File: config.mk
export PLATFORM = sky130hd
export DESIGN_NAME = rf_write_arbiter_flat
export DESIGN_NICKNAME = d
export VERILOG_FILES = /design/src/rtl/rf_arb_pkg.sv /design/src/rtl/rf_write_arbiter_if.sv /design/src/rtl/rf_result_fifo.sv /design/src/rtl/rf_write_arbiter.sv /design/src/flat_wrapper.sv
export SDC_FILE = /design/constraint.sdc
export NUM_CORES = 1
export LEC_CHECK = 0
export ABC_AREA = 0
export BUFFER_PORTS_ARGS = -buffer_cell sky130_fd_sc_hd__buf_2
export CAP_MARGIN = 10
export CORE_MARGIN = 2
export CORE_UTILIZATION = 50
export CTS_CLUSTER_DIAMETER = 30
export CTS_CLUSTER_SIZE = 16
export DETAILED_ROUTE_END_ITERATION = 16
export PLACE_DENSITY_LB_ADDON = 0.08
export SETUP_SLACK_MARGIN = 0.02
export SYNTH_ARGS = -nofsm -noshare
export SYNTH_HDL_FRONTEND = slang
export SYNTH_SLANG_ARGS = --single-unit
export TNS_END_PERCENT = 5
File: constraint.sdc
create_clock -name clk -period 3.8 [get_ports clk]
set_input_delay 0.57 -clock clk [delete_from_list [all_inputs] [get_ports clk]]
set_output_delay 0.57 -clock clk [all_outputs]
set_load 0.03 [all_outputs]
File: src/rtl/rf_arb_pkg.sv
// Shared widths, defaults and FIFO entry type for the register-file write arbiter.
// Included by the FIFO, the MDU result interface and the top level.
package rf_arb_pkg;

  localparam int REG_AW               = 5;
  localparam int DATA_W               = 32;
  localparam int NUM_REGS             = 32;
  localparam int DEFAULT_DEPTH        = 2;
  localparam int DEFAULT_STARVE_LIMIT = 4;

  typedef struct packed {
    logic [REG_AW-1:0] addr;
    logic [DATA_W-1:0] data;
  } fifo_entry_t;

  // One-hot register mask; $0 maps to an empty mask so it can never become pending.
  function automatic logic [NUM_REGS-1:0] reg_onehot(input logic [REG_AW-1:0] a);
    logic [NUM_REGS-1:0] mask;
    if (a == 5'd0) begin
      mask = 32'd0;
    end else begin
      mask = 32'd1 << a;
    end
    return mask;
  endfunction

endpackage

File: src/rtl/rf_write_arbiter_if.sv
// MDU result channel: valid/ready handshake carrying a destination register and data.
// The MDU drives the master side, the arbiter consumes through the slave side.
interface rf_write_arbiter_if;
  import rf_arb_pkg::*;

  logic              m_valid;
  logic              m_ready;
  logic [REG_AW-1:0] m_addr;
  logic [DATA_W-1:0] m_data;

  modport master (
    output m_valid,
    output m_addr,
    output m_data,
    input  m_ready
  );

  modport slave (
    input  m_valid,
    input  m_addr,
    input  m_data,
    output m_ready
  );

endinterface

File: src/rtl/rf_result_fifo.sv
// DEPTH-entry synchronous FIFO buffering MDU results until a free write slot appears.
// Pointers wrap naturally (DEPTH is a power of two); the occupancy count tells full from empty.
module rf_result_fifo
  import rf_arb_pkg::*;
#(
  parameter int DEPTH = DEFAULT_DEPTH
) (
  input  logic        clk,
  input  logic        reset,
  input  logic        push,
  input  logic        pop,
  input  fifo_entry_t din,
  output logic        full,
  output logic        empty,
  output fifo_entry_t head
);

  localparam int PW = (DEPTH > 1) ? $clog2(DEPTH) : 1;
  localparam int CW = $clog2(DEPTH + 1);

  fifo_entry_t   mem_r [DEPTH];
  logic [PW-1:0] rd_ptr_r;
  logic [PW-1:0] wr_ptr_r;
  logic [CW-1:0] count_r;
  logic          do_push_s;
  logic          do_pop_s;

  assign full  = (count_r == CW'(DEPTH));
  assign empty = (count_r == CW'(0));
  assign head  = mem_r[rd_ptr_r];

  // Qualify requests: a push on a full FIFO is only legal alongside a pop.
  always_comb begin
    do_pop_s  = 1'b0;
    do_push_s = 1'b0;
    if (pop && !empty) begin
      do_pop_s = 1'b1;
    end else begin
      do_pop_s = 1'b0;
    end
    if (push && (!full || do_pop_s)) begin
      do_push_s = 1'b1;
    end else begin
      do_push_s = 1'b0;
    end
  end

  // Pointer and occupancy bookkeeping.
  always_ff @(posedge clk or negedge reset) begin
    if (!reset) begin
      rd_ptr_r <= PW'(0);
      wr_ptr_r <= PW'(0);
      count_r  <= CW'(0);
    end else begin
      if (do_push_s) begin
        wr_ptr_r <= wr_ptr_r + PW'(1);
      end
      if (do_pop_s) begin
        rd_ptr_r <= rd_ptr_r + PW'(1);
      end
      case ({do_push_s, do_pop_s})
        2'b10:   count_r <= count_r + CW'(1);
        2'b01:   count_r <= count_r - CW'(1);
        default: count_r <= count_r;
      endcase
    end
  end

  // Entry storage; contents are don't-care while the slot is unoccupied.
  always_ff @(posedge clk) begin
    if (do_push_s) begin
      mem_r[wr_ptr_r] <= din;
    end
  end

endmodule

File: src/rtl/rf_write_arbiter.sv
// Shares the register-file write port between pipeline writeback and buffered MDU results,
// tracks registers awaiting MDU results and requests a pipeline hold when drains starve.
module rf_write_arbiter
  import rf_arb_pkg::*;
#(
  parameter int DEPTH        = DEFAULT_DEPTH,
  parameter int STARVE_LIMIT = DEFAULT_STARVE_LIMIT
) (
  input  logic                clk,
  input  logic                reset,
  input  logic                p_wr,
  input  logic [REG_AW-1:0]   p_addr,
  input  logic [DATA_W-1:0]   p_data,
  rf_write_arbiter_if.slave   mdu,
  input  logic                issue_valid,
  input  logic [REG_AW-1:0]   issue_addr,
  input  logic [REG_AW-1:0]   rs_addr,
  input  logic [REG_AW-1:0]   rt_addr,
  input  logic [REG_AW-1:0]   rd_addr,
  output logic                stall,
  output logic                p_hold,
  output logic                wr,
  output logic [REG_AW-1:0]   addr3,
  output logic [DATA_W-1:0]   data3,
  output logic [NUM_REGS-1:0] pending
);

  localparam int CNT_W = $clog2(STARVE_LIMIT + 1);

  logic                fifo_full_s;
  logic                fifo_empty_s;
  logic                push_s;
  logic                pop_s;
  fifo_entry_t         din_s;
  fifo_entry_t         head_s;
  logic [NUM_REGS-1:0] set_mask_s;
  logic [NUM_REGS-1:0] clr_mask_s;
  logic [NUM_REGS-1:0] pending_r;
  logic [CNT_W-1:0]    starve_cnt_r;
  logic                starve_hit_s;
  logic                p_hold_r;

  assign din_s = '{addr: mdu.m_addr, data: mdu.m_data};

  rf_result_fifo #(
    .DEPTH (DEPTH)
  ) u_fifo (
    .clk   (clk),
    .reset (reset),
    .push  (push_s),
    .pop   (pop_s),
    .din   (din_s),
    .full  (fifo_full_s),
    .empty (fifo_empty_s),
    .head  (head_s)
  );

  // Write-port mux: pipeline first, FIFO head only in otherwise idle slots, quiet in reset.
  always_comb begin
    wr    = 1'b0;
    addr3 = 5'd0;
    data3 = 32'd0;
    pop_s = 1'b0;
    if (!reset) begin
      wr    = 1'b0;
      pop_s = 1'b0;
    end else if (p_wr) begin
      wr    = 1'b1;
      addr3 = p_addr;
      data3 = p_data;
    end else if (!fifo_empty_s) begin
      wr    = 1'b1;
      addr3 = head_s.addr;
      data3 = head_s.data;
      pop_s = 1'b1;
    end else begin
      wr    = 1'b0;
      pop_s = 1'b0;
    end
  end

  // A full FIFO can still accept when its head leaves in the same cycle.
  always_comb begin
    mdu.m_ready = 1'b0;
    push_s      = 1'b0;
    if (!fifo_full_s || pop_s) begin
      mdu.m_ready = 1'b1;
    end else begin
      mdu.m_ready = 1'b0;
    end
    if (mdu.m_valid && mdu.m_ready) begin
      push_s = 1'b1;
    end else begin
      push_s = 1'b0;
    end
  end

  // Scoreboard masks: issue sets, a drained head clears.
  always_comb begin
    set_mask_s = 32'd0;
    clr_mask_s = 32'd0;
    if (issue_valid) begin
      set_mask_s = reg_onehot(issue_addr);
    end else begin
      set_mask_s = 32'd0;
    end
    if (pop_s) begin
      clr_mask_s = reg_onehot(head_s.addr);
    end else begin
      clr_mask_s = 32'd0;
    end
  end

  // Pending scoreboard; the set is applied last so a same-cycle re-issue survives the clear.
  always_ff @(posedge clk or negedge reset) begin
    if (!reset) begin
      pending_r <= 32'd0;
    end else begin
      pending_r <= (pending_r & ~clr_mask_s) | set_mask_s;
    end
  end

  assign starve_hit_s = (starve_cnt_r == CNT_W'(STARVE_LIMIT));

  // Starvation counter: counts blocked drain cycles, restarts on any drain, empty or hold.
  always_ff @(posedge clk or negedge reset) begin
    if (!reset) begin
      starve_cnt_r <= CNT_W'(0);
      p_hold_r     <= 1'b0;
    end else begin
      p_hold_r <= starve_hit_s;
      if (fifo_empty_s || pop_s || starve_hit_s) begin
        starve_cnt_r <= CNT_W'(0);
      end else if (p_wr) begin
        starve_cnt_r <= starve_cnt_r + CNT_W'(1);
      end else begin
        starve_cnt_r <= starve_cnt_r;
      end
    end
  end

  assign stall   = pending_r[rs_addr] | pending_r[rt_addr] | pending_r[rd_addr];
  assign p_hold  = p_hold_r;
  assign pending = pending_r;

endmodule

File: src/flat_wrapper.sv
// flat-port wrapper written by rule: the top's interface ports become plain ports
module rf_write_arbiter_flat import rf_arb_pkg::*;
#(
  parameter int DEPTH        = DEFAULT_DEPTH,
  parameter int STARVE_LIMIT = DEFAULT_STARVE_LIMIT
)
  (clk, reset, p_wr, p_addr, p_data, issue_valid, issue_addr, rs_addr, rt_addr, rd_addr, stall, p_hold, wr, addr3, data3, pending, mdu_m_valid, mdu_m_addr, mdu_m_data, mdu_m_ready);
  rf_write_arbiter_if mdu_i ();
  input  logic clk;
  input  logic reset;
  input  logic p_wr;
  input  logic [REG_AW-1:0] p_addr;
  input  logic [DATA_W-1:0] p_data;
  input  logic issue_valid;
  input  logic [REG_AW-1:0] issue_addr;
  input  logic [REG_AW-1:0] rs_addr;
  input  logic [REG_AW-1:0] rt_addr;
  input  logic [REG_AW-1:0] rd_addr;
  output logic stall;
  output logic p_hold;
  output logic wr;
  output logic [REG_AW-1:0] addr3;
  output logic [DATA_W-1:0] data3;
  output logic [NUM_REGS-1:0] pending;
  input wire logic [$bits(mdu_i.m_valid)-1:0] mdu_m_valid;
  input wire logic [$bits(mdu_i.m_addr)-1:0] mdu_m_addr;
  input wire logic [$bits(mdu_i.m_data)-1:0] mdu_m_data;
  output wire logic [$bits(mdu_i.m_ready)-1:0] mdu_m_ready;
  assign mdu_i.m_valid = mdu_m_valid;
  assign mdu_i.m_addr = mdu_m_addr;
  assign mdu_i.m_data = mdu_m_data;
  assign mdu_m_ready = mdu_i.m_ready;
  rf_write_arbiter #(.DEPTH(DEPTH), .STARVE_LIMIT(STARVE_LIMIT)) u_core (.clk(clk), .reset(reset), .p_wr(p_wr), .p_addr(p_addr), .p_data(p_data), .mdu(mdu_i), .issue_valid(issue_valid), .issue_addr(issue_addr), .rs_addr(rs_addr), .rt_addr(rt_addr), .rd_addr(rd_addr), .stall(stall), .p_hold(p_hold), .wr(wr), .addr3(addr3), .data3(data3), .pending(pending));
endmodule
Word-level counts from Yosys, hierarchy flattened --
Memories as Yosys holds them, arrays and structs flattened. Cells that the tools add are included.
Storage, ports and cells: RAM bits 74, register bits 40, input port bits 99, word-level logic and storage cells 70, memories kept 1, output and inout port bits 73
Cells by class: $add $sub $neg 5, muxes and demuxes 30, equal/unequal tests 4, magnitude comparators 3, bitwise logic cells 5, shifts and indexed selects 2, reductions and logical operators 14
Memory list:
- u_core.u_fifo.mem_r | words 2, bits a word 37, read ports 1, clocked after memory_dff 0, wr ports 1, RTL line rf_result_fifo.sv:21 | fifo_entry_t mem_r [DEPTH];
Operator list (number):
- $mux 32 | 7
- $shl 1x5->32 const A | 2
- $and 32x32->32 | 1
- $not 32->32 | 1
- $or 32x32->32 | 1
- $lt 5x6->1 const B | 3
- $bmux 1 s5 | 3
- $mux 5 | 3
- $mux 1 | 14
- $logic_not 5->1 | 2
- $mux 3 | 2
- $eq 2x2->1 const B | 2
- $logic_or 1x1->1 | 4
- $pmux 2 s2 | 1
- $reduce_bool 2->1 | 2
- $add 3x1->3 const B | 1
- $eq 3x3->1 const B | 1
- $logic_and 1x1->1 | 3
- $add 1x1->1 const B | 2
- $add 2x1->2 const B | 1
- $eq 2x1->1 const B | 1
- $logic_not 1->1 | 2
- $logic_not 2->1 | 1
- $or 1x1->1 | 2
- $sub 2x1->2 const B | 1

Logic depth before layout (Yosys ltp) --
Gate-level depths: netlist of the first run.
depth in word-level cells 12, gate-level depth with buffers 9, gate-level depth less buffers 8

Hierarchy --
A second synthesis of the first run with hierarchy kept.
Unflattened totals: cell total of the unflattened synthesis 450, area total of the unflattened synthesis 5765.5 um2
By module, submodules not included:
- rf_result_fifo | cells an instance 139, sequential area each 2322.2 um2, area each 2886.5 um2, instances 1
- rf_write_arbiter | cells an instance 311, sequential area each 900.9 um2, area each 2879.0 um2, instances 1

Least setup slack after synthesis of the first run --
No wires, ideal clock.
kind input to register, from input reset, to memory u_core.u_fifo.mem_r[0][0] in the netlist's numbering (enable), stages on the path 5, arrival 2.999 ns, slack 0.370 ns, path buffers 0, required time 3.369 ns, cell sequence nor2b_1 -> nand2_1 -> nand3b_1 -> nand2_1 -> nor2_1
On the way: cells in the longest elaborated chain, start to end 9, elaborated cells on any way between the ends 12, those cells by class 7 x mux; 5 x reduce/logical
Ends and longest elaborated chain:
- start, declared | RTL line flat_wrapper.sv:10 | input logic reset;
- $mux 1 | RTL line rf_write_arbiter.sv:64 | if (!reset) begin
- $logic_or 1x1->1 | RTL line rf_write_arbiter.sv:86 | if (!fifo_full_s || pop_s) begin
- $mux 1 | RTL line rf_write_arbiter.sv:86
- via mdu_m_ready | RTL line flat_wrapper.sv:28 | output wire logic [$bits(mdu_i.m_ready)-1:0] mdu_m_ready;
- $logic_and 1x1->1 | RTL line rf_write_arbiter.sv:91 | if (mdu.m_valid && mdu.m_ready) begin
- $mux 1 | RTL line rf_write_arbiter.sv:91
- $logic_and 1x1->1 | RTL line rf_result_fifo.sv:41 | if (push && (!full || do_pop_s)) begin
- $mux 1 | RTL line rf_result_fifo.sv:41
- $mux 1 | RTL line rf_result_fifo.sv:71 | if (do_push_s) begin
- $mux 1 (not written as such) | RTL line rf_result_fifo.sv:72 | mem_r[wr_ptr_r] <= din;
- end, declared | RTL line rf_result_fifo.sv:21
The timed path passes the listed nets, and every way through them passes these cells.

Worst setup path in the final report of the first run --
from input rd_addr[0], to output stall
On the way: cells in the longest elaborated chain, start to end 3
Ends and longest elaborated chain:
- start, declared | RTL line flat_wrapper.sv:18 | input logic [REG_AW-1:0] rd_addr;
- $bmux 1 s5 | RTL line rf_write_arbiter.sv:142 | assign stall = pending_r[rs_addr] | pending_r[rt_addr] | pending_r[rd_addr];
- $mux 1 (not written as such) | RTL line rf_write_arbiter.sv:142
- $or 1x1->1 | RTL line rf_write_arbiter.sv:142
- end, declared | RTL line flat_wrapper.sv:19 | output logic stall;
Every way passes these cells. The select of a mux whose other input is x is not followed.

==> out/summary.txt, run 1 <==
Status -> finished, final reports clean
Largest net degree at the start of global routing -> 43
Synth area leader -> edfxtp_1
Final setup fails -> 0
Hpwl dp -> 10640 um
Nets -> 764
Clock sinks -> 114
H-tree depth -> 4
CTS root buffer -> clkbuf_16
Top-count cell post-synth -> edfxtp_1
Post-synthesis cell area -> 5746 um2
Slew Limit Fails -> 0
Die X-Extent -> 111.2 um
Yosys warning count -> 0
Routed len/inst -> 17.78 um
Sw Pwr -> 2.182 mW
Antenna diodes -> 0
Post-Route WL -> 14550 um
Mapped Avg Cell Area -> 11.73 um2
Slew at the pin closest to its max-slew limit -> 0.5836 ns
VDD IR-drop max -> 0.0004549 V
Startpoint Class -> input port
Post-synthesis sequential area ratio -> 0.5610
DRT met1 WL -> 5956 um
Via count -> 4645
Cts repair resizes -> 0
Vias in the first global route -> 4724
Dpl ws -> 0.7407 ns
Crit. End Element -> output pin
DR iter-0 viols -> 304
Main synth FF type -> edfxtp_1
Postcts setup bufs -> 0
Residual DRC -> 0
Fin Setup TNS -> 0 ns
Mapped Nets -> 592
RSZ-0062 raised after global routing -> no
DIE AREA -> 12360 um2
Hold WC Path Type -> in2async
Max_slew headroom -> 0.6110
DRT antenna net count -> 0
Max_cap viols -> 0
Met3 WL -> 984 um
Leakage power -> 3.177 nW
Max Fanout on Critical Path -> 9
Fmax -> 325.2 MHz
Clock share of power -> 0.301
PD cells -> 784.0 nW/um2
RePlAce Congestion -> 0.9012
Drt pass-1 iters -> 5
Post-synth EDFFs -> 74
Top sig layer -> met4
Antenna violations before repair -> 0
Final setup skew -> 0.006113 ns
GRT Util Overall -> 0.2419
Post-synth top cells -> edfxtp_1, mux2i_1, o21ai_0, nand2_1, dfrtp_1
Logic pwr share -> 0.332
Via/cell ratio -> 5.678
Port buffer count -> 171
Total power -> 5.792 mW
Yosys cell types -> 47
First-pass GRT wire length -> 23490 um
Top Ports -> 172
Placeable Area -> 11320 um2
Pint -> 3.610 mW
Final worst path period need -> 3.075 ns
Fraction of layout cells with a size suffix above 1 -> 0.3259
Sequential Power Share -> 0.368
Asr flop ratio synth -> 0.3509
Longest Clk Path Bufs -> 2
Synth area leaders -> edfxtp_1, dfrtp_1, mux2i_1, o21ai_0, nand2_1
Grt total ovfl -> 0
Starting density of the core -> 0.5075
Kind of critical path -> in2out
CTS Buf Count -> 17
Worst skew pair latency -> 0.40 ns
Rows -> 39
Chip Height -> 111.2 um
Sw Ratio -> 0.3768
Flops & latches, synth -> 114
Final hold vios -> 0
Synth-to-layout area growth -> 28.57%
Cts hold-fix bufs -> 0
CP arrival -> 2.51 ns
WL met2 -> 7226 um
Share of Yosys cell area claimed by the top area cell type -> 0.3868
TritonCTS clock tree -> yes
Final Cycle Share -> 0.8093
Mapped Cells -> 490
Clk pin slew, worst setup/hold paths -> 0.06 ns
Worst Path Required -> 3.23 ns
Final WS setup -> 0.7246 ns
-- kinds of logic after synthesis --
group,Yosys count,share of synthesized area
AND/OR/NAND/NOR,129,0.1119
AO/OA/AOI/OAI,126,0.1254
flip-flops,114,0.5610
multiplexers,79,0.1607
buffers and inverters,32,0.02374
XOR/XNOR,7,0.01067
adder cells (fa/ha/maj),3,0.006534
-- critical path, cell delays in order --
cell and delay (ns):
buf_2 0.20, mux4_1 0.59, mux2_2 0.28, nand3b_1 0.09, o31ai_1 0.08, or4_1 0.51
buf_2 0.19
-- path summary, 6_finish.rpt --
kind / from / endpoint / slack, ns / depth (start not counted)
hold / removal: reset / u_core.u_fifo.wr_ptr_r / 0.26 / 2
hold reg to reg: u_core.pending[0] / u_core.pending[0] / 0.47 / 0
setup reg to reg: u_core.u_fifo.rd_ptr_r / u_core.pending[30] / 1.58 / 5
min in group clk: mdu_m_data[17] / u_core.u_fifo.mem_r[1][17] / 0.35 / 1
setup / recovery: rd_addr[0] / stall / 0.72 / 7
max in group asynchronous: reset / u_core.u_fifo.rd_ptr_r / 3.13 / 2
-- flip-flops by register name, indices dropped and copies added, names as in the netlist --
name	count
u_core.starve_cnt_r	3
u_core.u_fifo.wr_ptr_r	1
u_core.u_fifo.count_r	2
u_core.u_fifo.rd_ptr_r	1
u_core.p_hold	1
u_core.u_fifo.mem_r	74
u_core.pending	32
-- metrics by stage --
| stage | instance area (um2) | std cells | util | hold slack, ns |
|---|---|---|---|---|
| 5_1_grt | 7387 | 818 | 0.6525 | 0.2954 |
| 6_report | 7387 | 818 | 0.6525 | 0.2559 |
| 2_1_floorplan | 5746 | 490 | - | 0.2744 |
| 4_1_cts | 7387 | 818 | 0.6525 | 0.2716 |
| 3_5_place_dp | 6733 | 786 | 0.5947 | 0.4688 |
| 3_3_place_gp | 6733 | 786 | 0.5947 | 0.4612 |
-- final cells by class --
cell class	instances	area, um2
timing repair buffer	178	908.4
sequential	114	3224
fill	922	3934
inverter	7	26.28
tap	143	178.9
multi-input combinational	344	2395
clock buffer	17	425.4
clock inverter	15	229.0
-- power by group through the flow --
| stage | clock [mW] | sequential, mW | combinational, mW |
|---|---|---|---|
| after floorplan | 0 | 2.28 | 1.11 |
| after global placement | 0 | 2.13 | 1.91 |
| after detailed placement | 0 | 2.14 | 1.94 |
| after CTS | 1.76 | 2.12 | 1.95 |
| after global routing | 1.82 | 2.18 | 2.09 |
| final | 1.74 | 2.13 | 1.92 |
-- layer usage --
layer,vias up,GRT usage
met5,-,0
met4,0,0.1169
met3,31,0.06616
met2,180,0.3996
met1,2245,0.2945
li1,2189,-
-- placed cells by master, fill, tap and decap left out, types with 4 or more instances in the layout --
cell | netlist | routed
a21oi_1 | 4 | 4
a22oi_1 | 6 | 6
buf_2 | 7 | 171
buf_4 | 0 | 7
bufinv_16 | 0 | 5
clkbuf_16 | 0 | 17
dfrtp_1 | 40 | 39
edfxtp_1 | 74 | 74
inv_1 | 7 | 7
inv_6 | 0 | 4
mux2i_1 | 66 | 66
mux4_1 | 4 | 4
mux4_2 | 5 | 5
nand2_1 | 55 | 55
nand2b_1 | 15 | 15
nand3_1 | 13 | 13
nor2_1 | 11 | 10
nor2b_1 | 8 | 8
o211ai_1 | 7 | 7
o21ai_0 | 66 | 66
o21ai_1 | 24 | 24
o31ai_1 | 6 | 6
or2_1 | 6 | 6
xnor2_1 | 5 | 5
(Power assumes the default switching activity.)
==> run 2: changes to the inputs <==
Settings changed: CORE_UTILIZATION 50 to 47.
Clock period 3.8 ns to 2.61 ns, I/O delays scaled along.
==> out/summary.txt, run 2 (synthesis gave the netlist of run 1 again) <==
Antenna diodes -> 0 (unchanged)
Post-Route WL -> 14680 um (+0.95%)
Worst Path Required -> 2.22 ns (-1.01 ns)
GRT busiest layer -> met2
Worst skew pair latency -> 0.40 ns (about the same)
Sw Ratio -> 0.3801 (+0.003337)
Routed len/inst -> 17.54 um (-1.3%)
DRT antenna net count -> 0 (unchanged)
Kind of critical path -> reg2out
Placeable Area -> 11960 um2 (+5.7%)
Critical R2R Launch -> u_core.u_fifo.count_r[0]
Final hold vios -> 0 (unchanged)
Status -> finished, violations left
GRT met2 Usage -> 0.3964 (-0.003144)
Fmax -> 356.2 MHz
Clk pin slew, worst setup/hold paths -> 0.06 ns (about the same)
Max Fanout on Critical Path -> 2 (-7)
Top reg by flops -> u_core.u_fifo.mem_r
Synth-to-layout area growth -> 30.66%
Delay-heaviest family, CP -> simple AND/OR/NAND/NOR gates
First-pass GRT wire length -> 23960 um (+2.0%)
Via/cell ratio -> 5.538 (-2.5%)
Most frequent cells in the layout -> buf_2, edfxtp_1, mux2i_1, o21ai_0, nand2_1
Antenna violations before repair -> 0 (unchanged)
Starting density of the core -> 0.4803 (-0.02718)
Leakage power -> 3.239 nW (+1.9%)
Sequential cell area -> 3224 um2 (unchanged)
Final WS setup -> -0.1974 ns (-0.9220 ns)
Final setup fails -> 1 (+1)
Bufs and invs on worst path -> 2 (unchanged)
Sequential Power Share -> 0.358 (-0.010)
Top Ports -> 172 (unchanged)
Worst path cell trace -> buf_6 -> mux4_2 -> o211ai_1 -> nand4_1 -> or4_4 -> buf_6
GR Util met3 -> 0.06564 (-0.0005132)
Drt pass-1 iters -> 5 (unchanged)
Area of the multi-input gates -> 2399 um2 (+0.16%)
Slew Limit Fails -> 0 (unchanged)
RSZ-0062 raised after global routing -> yes
Violated checks -> negative setup slack
Worst setup path start -> u_core.pending[6]
GRT Util Overall -> 0.2366 (-0.005330)
Fraction of layout cells with a size suffix above 1 -> 0.3406 (+0.01465)
CP arrival -> 2.42 ns (-0.09 ns)
Final worst path period need -> 2.807 ns
Grt total ovfl -> 0 (unchanged)
Critical Path Max Stage Delay -> 0.53 ns (-0.06 ns)
Longest Clk Path Bufs -> 2 (unchanged)
Vias in the first global route -> 4801 (+1.6%)
Final Cycle Share -> 1.076
Slew at the pin closest to its max-slew limit -> 0.5718 ns (-0.01171 ns)
CTS Buf Count -> 17 (unchanged)
Max_slew headroom -> 0.6171 (+0.006131)
Largest net degree at the start of global routing -> 42 (-2.3%)
DR iter-0 viols -> 319 (+4.9%)
Die X-Extent -> 114.6 um (+3.0%)
H-tree depth -> 4 (unchanged)
VDD IR-drop max -> 0.0007327 V (+61%)
Largest register FFs -> 74 (unchanged)
Max_cap viols -> 0 (unchanged)
TritonCTS clock tree -> yes
Logic pwr share -> 0.370 (+0.038)
Pint -> 5.208 mW (+44%)
CTS root buffer -> clkbuf_16
Total power -> 8.401 mW (+45%)
Sw Pwr -> 3.194 mW (+46%)
Post-Place Cells -> 802 (+2.0%)
Clock sinks -> 114 (unchanged)
Chip Height -> 114.6 um (+3.0%)
M1 GR Usage -> 0.2987 (+0.004137)
Nets -> 779 (+2.0%)
Residual DRC -> 0 (unchanged)
Port buffer count -> 171 (unchanged)
CP max-delay cell -> or4_4
Cell mode on critical path -> buf_6
Hpwl dp -> 10780 um (+1.3%)
RePlAce Congestion -> 0.9433 (+4.7%)
Clock share of power -> 0.271 (-0.030)
Layout Cells excl Fill -> 837 (+2.3%)
PD cells -> 1119 nW/um2 (+43%)
Final Core Density -> 0.6276 (-0.02490)
Via count -> 4635 (-0.22%)
Rows -> 40 (+2.6%)
Final setup skew -> 0.007167 ns (+0.001054 ns)
Leading cell type in the layout, fill and taps excluded -> buf_2
Hold WC Path Type -> in2async
FILL cells -> 997 (+8.1%)
DIE AREA -> 13130 um2 (+6.2%)
Crit. End Element -> output pin
Startpoint Class -> register
Cts hold-fix bufs -> 0 (unchanged)
## run 2: power groups by stage
stage	logic (mW)	clock network [mW]	registers, mW
3_5_place_dp	3.06	0	3.04
5_1_grt	3.39	2.40	3.07
2_1_floorplan	1.63	0	3.32
4_1_cts	3.13	2.31	3.00
6_report	3.11	2.28	3.01
3_3_place_gp	3.03	0	3.01
## run 2: final cells by class
cell class	instances	area share
Sequential cell	114	0.4295
Multi-Input combinational cell	344	0.3195
Timing Repair Buffer	193	0.1440
Clock buffer	18	0.05717
Tap cell	147	0.02450
Clock inverter	14	0.02183
Inverter	7	0.003500
## run 2: layer usage
layer  part of all wire  up-vias
met1               0.42     2201
met3              0.069       24
met5                  0        -
met2               0.50      190
met4              0.015        0
li1                   -     2220
## run 2: worst paths after layout
path / endpoint / slack (ns) / depth (start not counted)
worst max-delay path: stall / -0.20 / 6
worst min-delay path: u_core.starve_cnt_r[2] / 0.08 / 2
worst max register to register: u_core.u_fifo.mem_r[0][8] / 0.59 / 6
worst min register to register: u_core.pending[0] / 0.48 / 0
max in group asynchronous: u_core.u_fifo.rd_ptr_r / 2.14 / 2
min in group clk: u_core.u_fifo.mem_r[0][35] / 0.17 / 1
## run 2: per-stage QoR
| step | area [um2] | hold slack, ns | TNS [ns] | setup slack, ns |
|---|---|---|---|---|
| after floorplan | 5753 | 0.09591 | 0 | 0.08959 |
| after CTS | 7507 | 0.09364 | -0.1690 | -0.1690 |
| after global placement | 6878 | 0.4716 | -0.05118 | -0.05118 |
| after global routing | 7507 | 0.1232 | -0.3084 | -0.3084 |
| after detailed placement | 6878 | 0.4625 | -0.07612 | -0.07612 |
| final | 7507 | 0.07665 | -0.1974 | -0.1974 |
## run 2: what timing repair did
action / CTS / global route
pin swaps: 3 / 3
gates resized for setup: 4 / 0
buffers inserted: 3 / 0
cloned: 0 / 0
endpoints found under the setup margin: 1 / 1
hold endpoints to repair: 0 / 0
==> run 3: changes to the inputs <==
--- a/config.mk
+++ b/config.mk
@@ -9,4 +9,5 @@
 export BUFFER_PORTS_ARGS = -buffer_cell sky130_fd_sc_hd__buf_2
 export CAP_MARGIN = 10
+export CORE_ASPECT_RATIO = 1.75
 export CORE_MARGIN = 2
 export CORE_UTILIZATION = 47
==> constraint.sdc (replaced) <==
create_clock -name clk -period 2.61 [get_ports clk]
set_input_delay 0.3915 -clock clk [delete_from_list [all_inputs] [get_ports clk]]
set_output_delay 0.3915 -clock clk [all_outputs]
set_load 0.1 [all_outputs]
==> out/summary.txt, run 3 (synthesis gave the netlist of run 1 again) <==
Status -> finished, violations left
Violated checks -> negative setup slack
Residual DRC -> 0 (unchanged)
Final setup skew -> 0.006849 ns (-0.0003183 ns)
CTS root buffer -> clkbuf_16
RSZ-0062 raised after global routing -> yes
CP arrival -> 2.45 ns (+0.03 ns)
Cts hold-fix bufs -> 0 (unchanged)
PD cells -> 1307 nW/um2 (+17%)
Synth-to-layout area growth -> 41.68%
Slew Limit Fails -> 0 (unchanged)
Grt total ovfl -> 0 (unchanged)
Post-Route WL -> 18300 um (+25%)
Fin Setup TNS -> -0.2291 ns (-0.03173 ns)
Critical R2R Launch -> u_core.u_fifo.rd_ptr_r
Clock share of power -> 0.184 (-0.087)
Logic pwr share -> 0.536 (+0.166)
Sequential Power Share -> 0.280 (-0.078)
CTS Buf Count -> 17 (unchanged)
RePlAce Congestion -> 0.9389 (-0.47%)
Slew at the pin closest to its max-slew limit -> 0.5740 ns (+0.002133 ns)
Longest Clk Path Bufs -> 2 (unchanged)
Drt pass-1 iters -> 5 (unchanged)
Reg2Reg Depth -> 6 (unchanged)
Nets -> 793 (+1.8%)
Top Ports -> 172 (unchanged)
DR iter-0 viols -> 266 (-17%)
Pint -> 5.341 mW (+2.6%)
TritonCTS clock tree -> yes
Reg-to-Reg End -> u_core.pending[6]
Worst Path Required -> 2.22 ns (about the same)
Hold slack -> 0.07091 ns (-0.005740 ns)
Routed len/inst -> 21.08 um (+20%)
Antenna diodes -> 0 (unchanged)
DP Area -> 7616 um2 (+11%)
Worst skew pair latency -> 0.41 ns (about the same)
Final WS setup -> -0.2291 ns (-0.03173 ns)
First-pass GRT wire length -> 27680 um (+15%)
DIE AREA -> 13160 um2 (+0.26%)
Most frequent cells in the layout -> buf_2, edfxtp_1, mux2i_1
Rows -> 53 (+33%)
Hpwl dp -> 14020 um (+30%)
Top reg by flops -> u_core.u_fifo.mem_r
VDD IR-drop max -> 0.0008500 V (+16%)
Fraction of layout cells with a size suffix above 1 -> 0.3570 (+0.01646)
Via count -> 4888 (+5.5%)
Clk pin slew, worst setup/hold paths -> 0.05 ns (about the same)
Die X-Extent -> 87.58 um (-24%)
Vias in the first global route -> 5221 (+8.7%)
Flop2flop setup slack -> 0.55 ns (-0.04 ns)
GRT Util Overall -> 0.2881 (+0.05152)
Antenna violations before repair -> 0 (unchanged)
Clock sinks -> 114 (unchanged)
Crit. End Element -> output pin
Leakage power -> 3.417 nW (+5.5%)
H-tree depth -> 4 (unchanged)
Placeable Area -> 12000 um2 (+0.35%)
Design area -> 8140 um2 (+8.4%)
Final hold vios -> 0 (unchanged)
Largest net degree at the start of global routing -> 42 (unchanged)
Final setup fails -> 1 (unchanged)
Kind of critical path -> reg2out
Chip Height -> 150.3 um (+31%)
Startpoint Class -> register
Final worst path period need -> 2.839 ns (+0.03173 ns)
DRT antenna net count -> 0 (unchanged)
Leading cell type in the layout, fill and taps excluded -> buf_2
Final Cycle Share -> 1.088 (+0.01216)
Max_cap viols -> 0 (unchanged)
Port buffer count -> 171 (unchanged)
Starting density of the core -> 0.4787 (-0.001652)
Largest register FFs -> 74 (unchanged)
Fmax -> 352.2 MHz (-1.1%)
Hold WC Path Type -> in2async
Sw Pwr -> 5.301 mW (+66%)
Max_slew headroom -> 0.6064 (-0.01069)
Max Fanout on Critical Path -> 3 (+1)
Sw Ratio -> 0.4981 (+0.1180)
Via/cell ratio -> 5.631 (+1.7%)
[run 3: worst max-delay path by stage]
| stage | slack, ns | startpoint | end |
|---|---|---|---|
| after detailed placement | -0.21 | rd_addr[0] | stall |
| after global routing | -0.33 | u_core.pending[7] | stall |
| after CTS | -0.24 | u_core.pending[7] | stall |
| final | -0.23 | u_core.pending[7] | stall |
| after global placement | -0.16 | rd_addr[0] | stall |
| after floorplan | -0.40 | u_core.u_fifo.rd_ptr_r | data3[11] |
[run 3: power groups by stage]
| stage | Sequential [mW] | Clock (mW) | Combinational, mW |
|---|---|---|---|
| 3_3_place_gp | 2.97 | 0 | 5.60 |
| 3_5_place_dp | 3.00 | 0 | 5.67 |
| 2_1_floorplan | 4.54 | 0 | 2.34 |
| 5_1_grt | 3.04 | 2.07 | 5.94 |
| 4_1_cts | 2.97 | 1.99 | 5.72 |
| 6_report | 2.98 | 1.96 | 5.70 |
[run 3: cell type report]
class                           count  area (um2)
Tap cell                          165       206.4
Clock inverter                     12       70.07
Multi-Input combinational cell    344        2412
Timing Repair Buffer              207        1765
Fill cell                         923        3862
Sequential cell                   114        3227
Inverter                            7       26.28
Clock buffer                       19       432.9
[run 3: what timing repair did]
item                       4_1_cts  5_1_grt
setup endpoints to repair        1        2
pin swaps                        1        0
setup buffers                    1        0
gates resized for setup          7        1
[run 3: per-stage QoR]
step / util / std cells / total power, mW / worst slack, ns
2_1_floorplan: - / 490 / 6.877 / -0.4017
3_3_place_gp: 0.6345 / 836 / 8.573 / -0.1621
3_5_place_dp: 0.6345 / 836 / 8.666 / -0.2059
4_1_cts: 0.6780 / 868 / 10.68 / -0.2363
5_1_grt: 0.6782 / 868 / 11.05 / -0.3251
6_report: 0.6782 / 868 / 10.64 / -0.2291
[run 3: worst max-delay path: stages (launching register included)]
cell,delay [ns]
dfrtp_1,0.41
mux4_2,0.47
mux2_2,0.27
nand3b_1,0.08
o31ai_1,0.09
or4_4,0.53
buf_12,0.18
[run 3: per-layer routing]
| layer | track usage | vias up | wire [um] |
|---|---|---|---|
| li1 | - | 2252 | - |
| met1 | 0.2731 | 2360 | 5958 |
| met2 | 0.5330 | 211 | 10360 |
| met3 | 0.06031 | 65 | 783 |
| met4 | 0.1954 | 0 | 1195 |
| met5 | 0 | - | 0 |
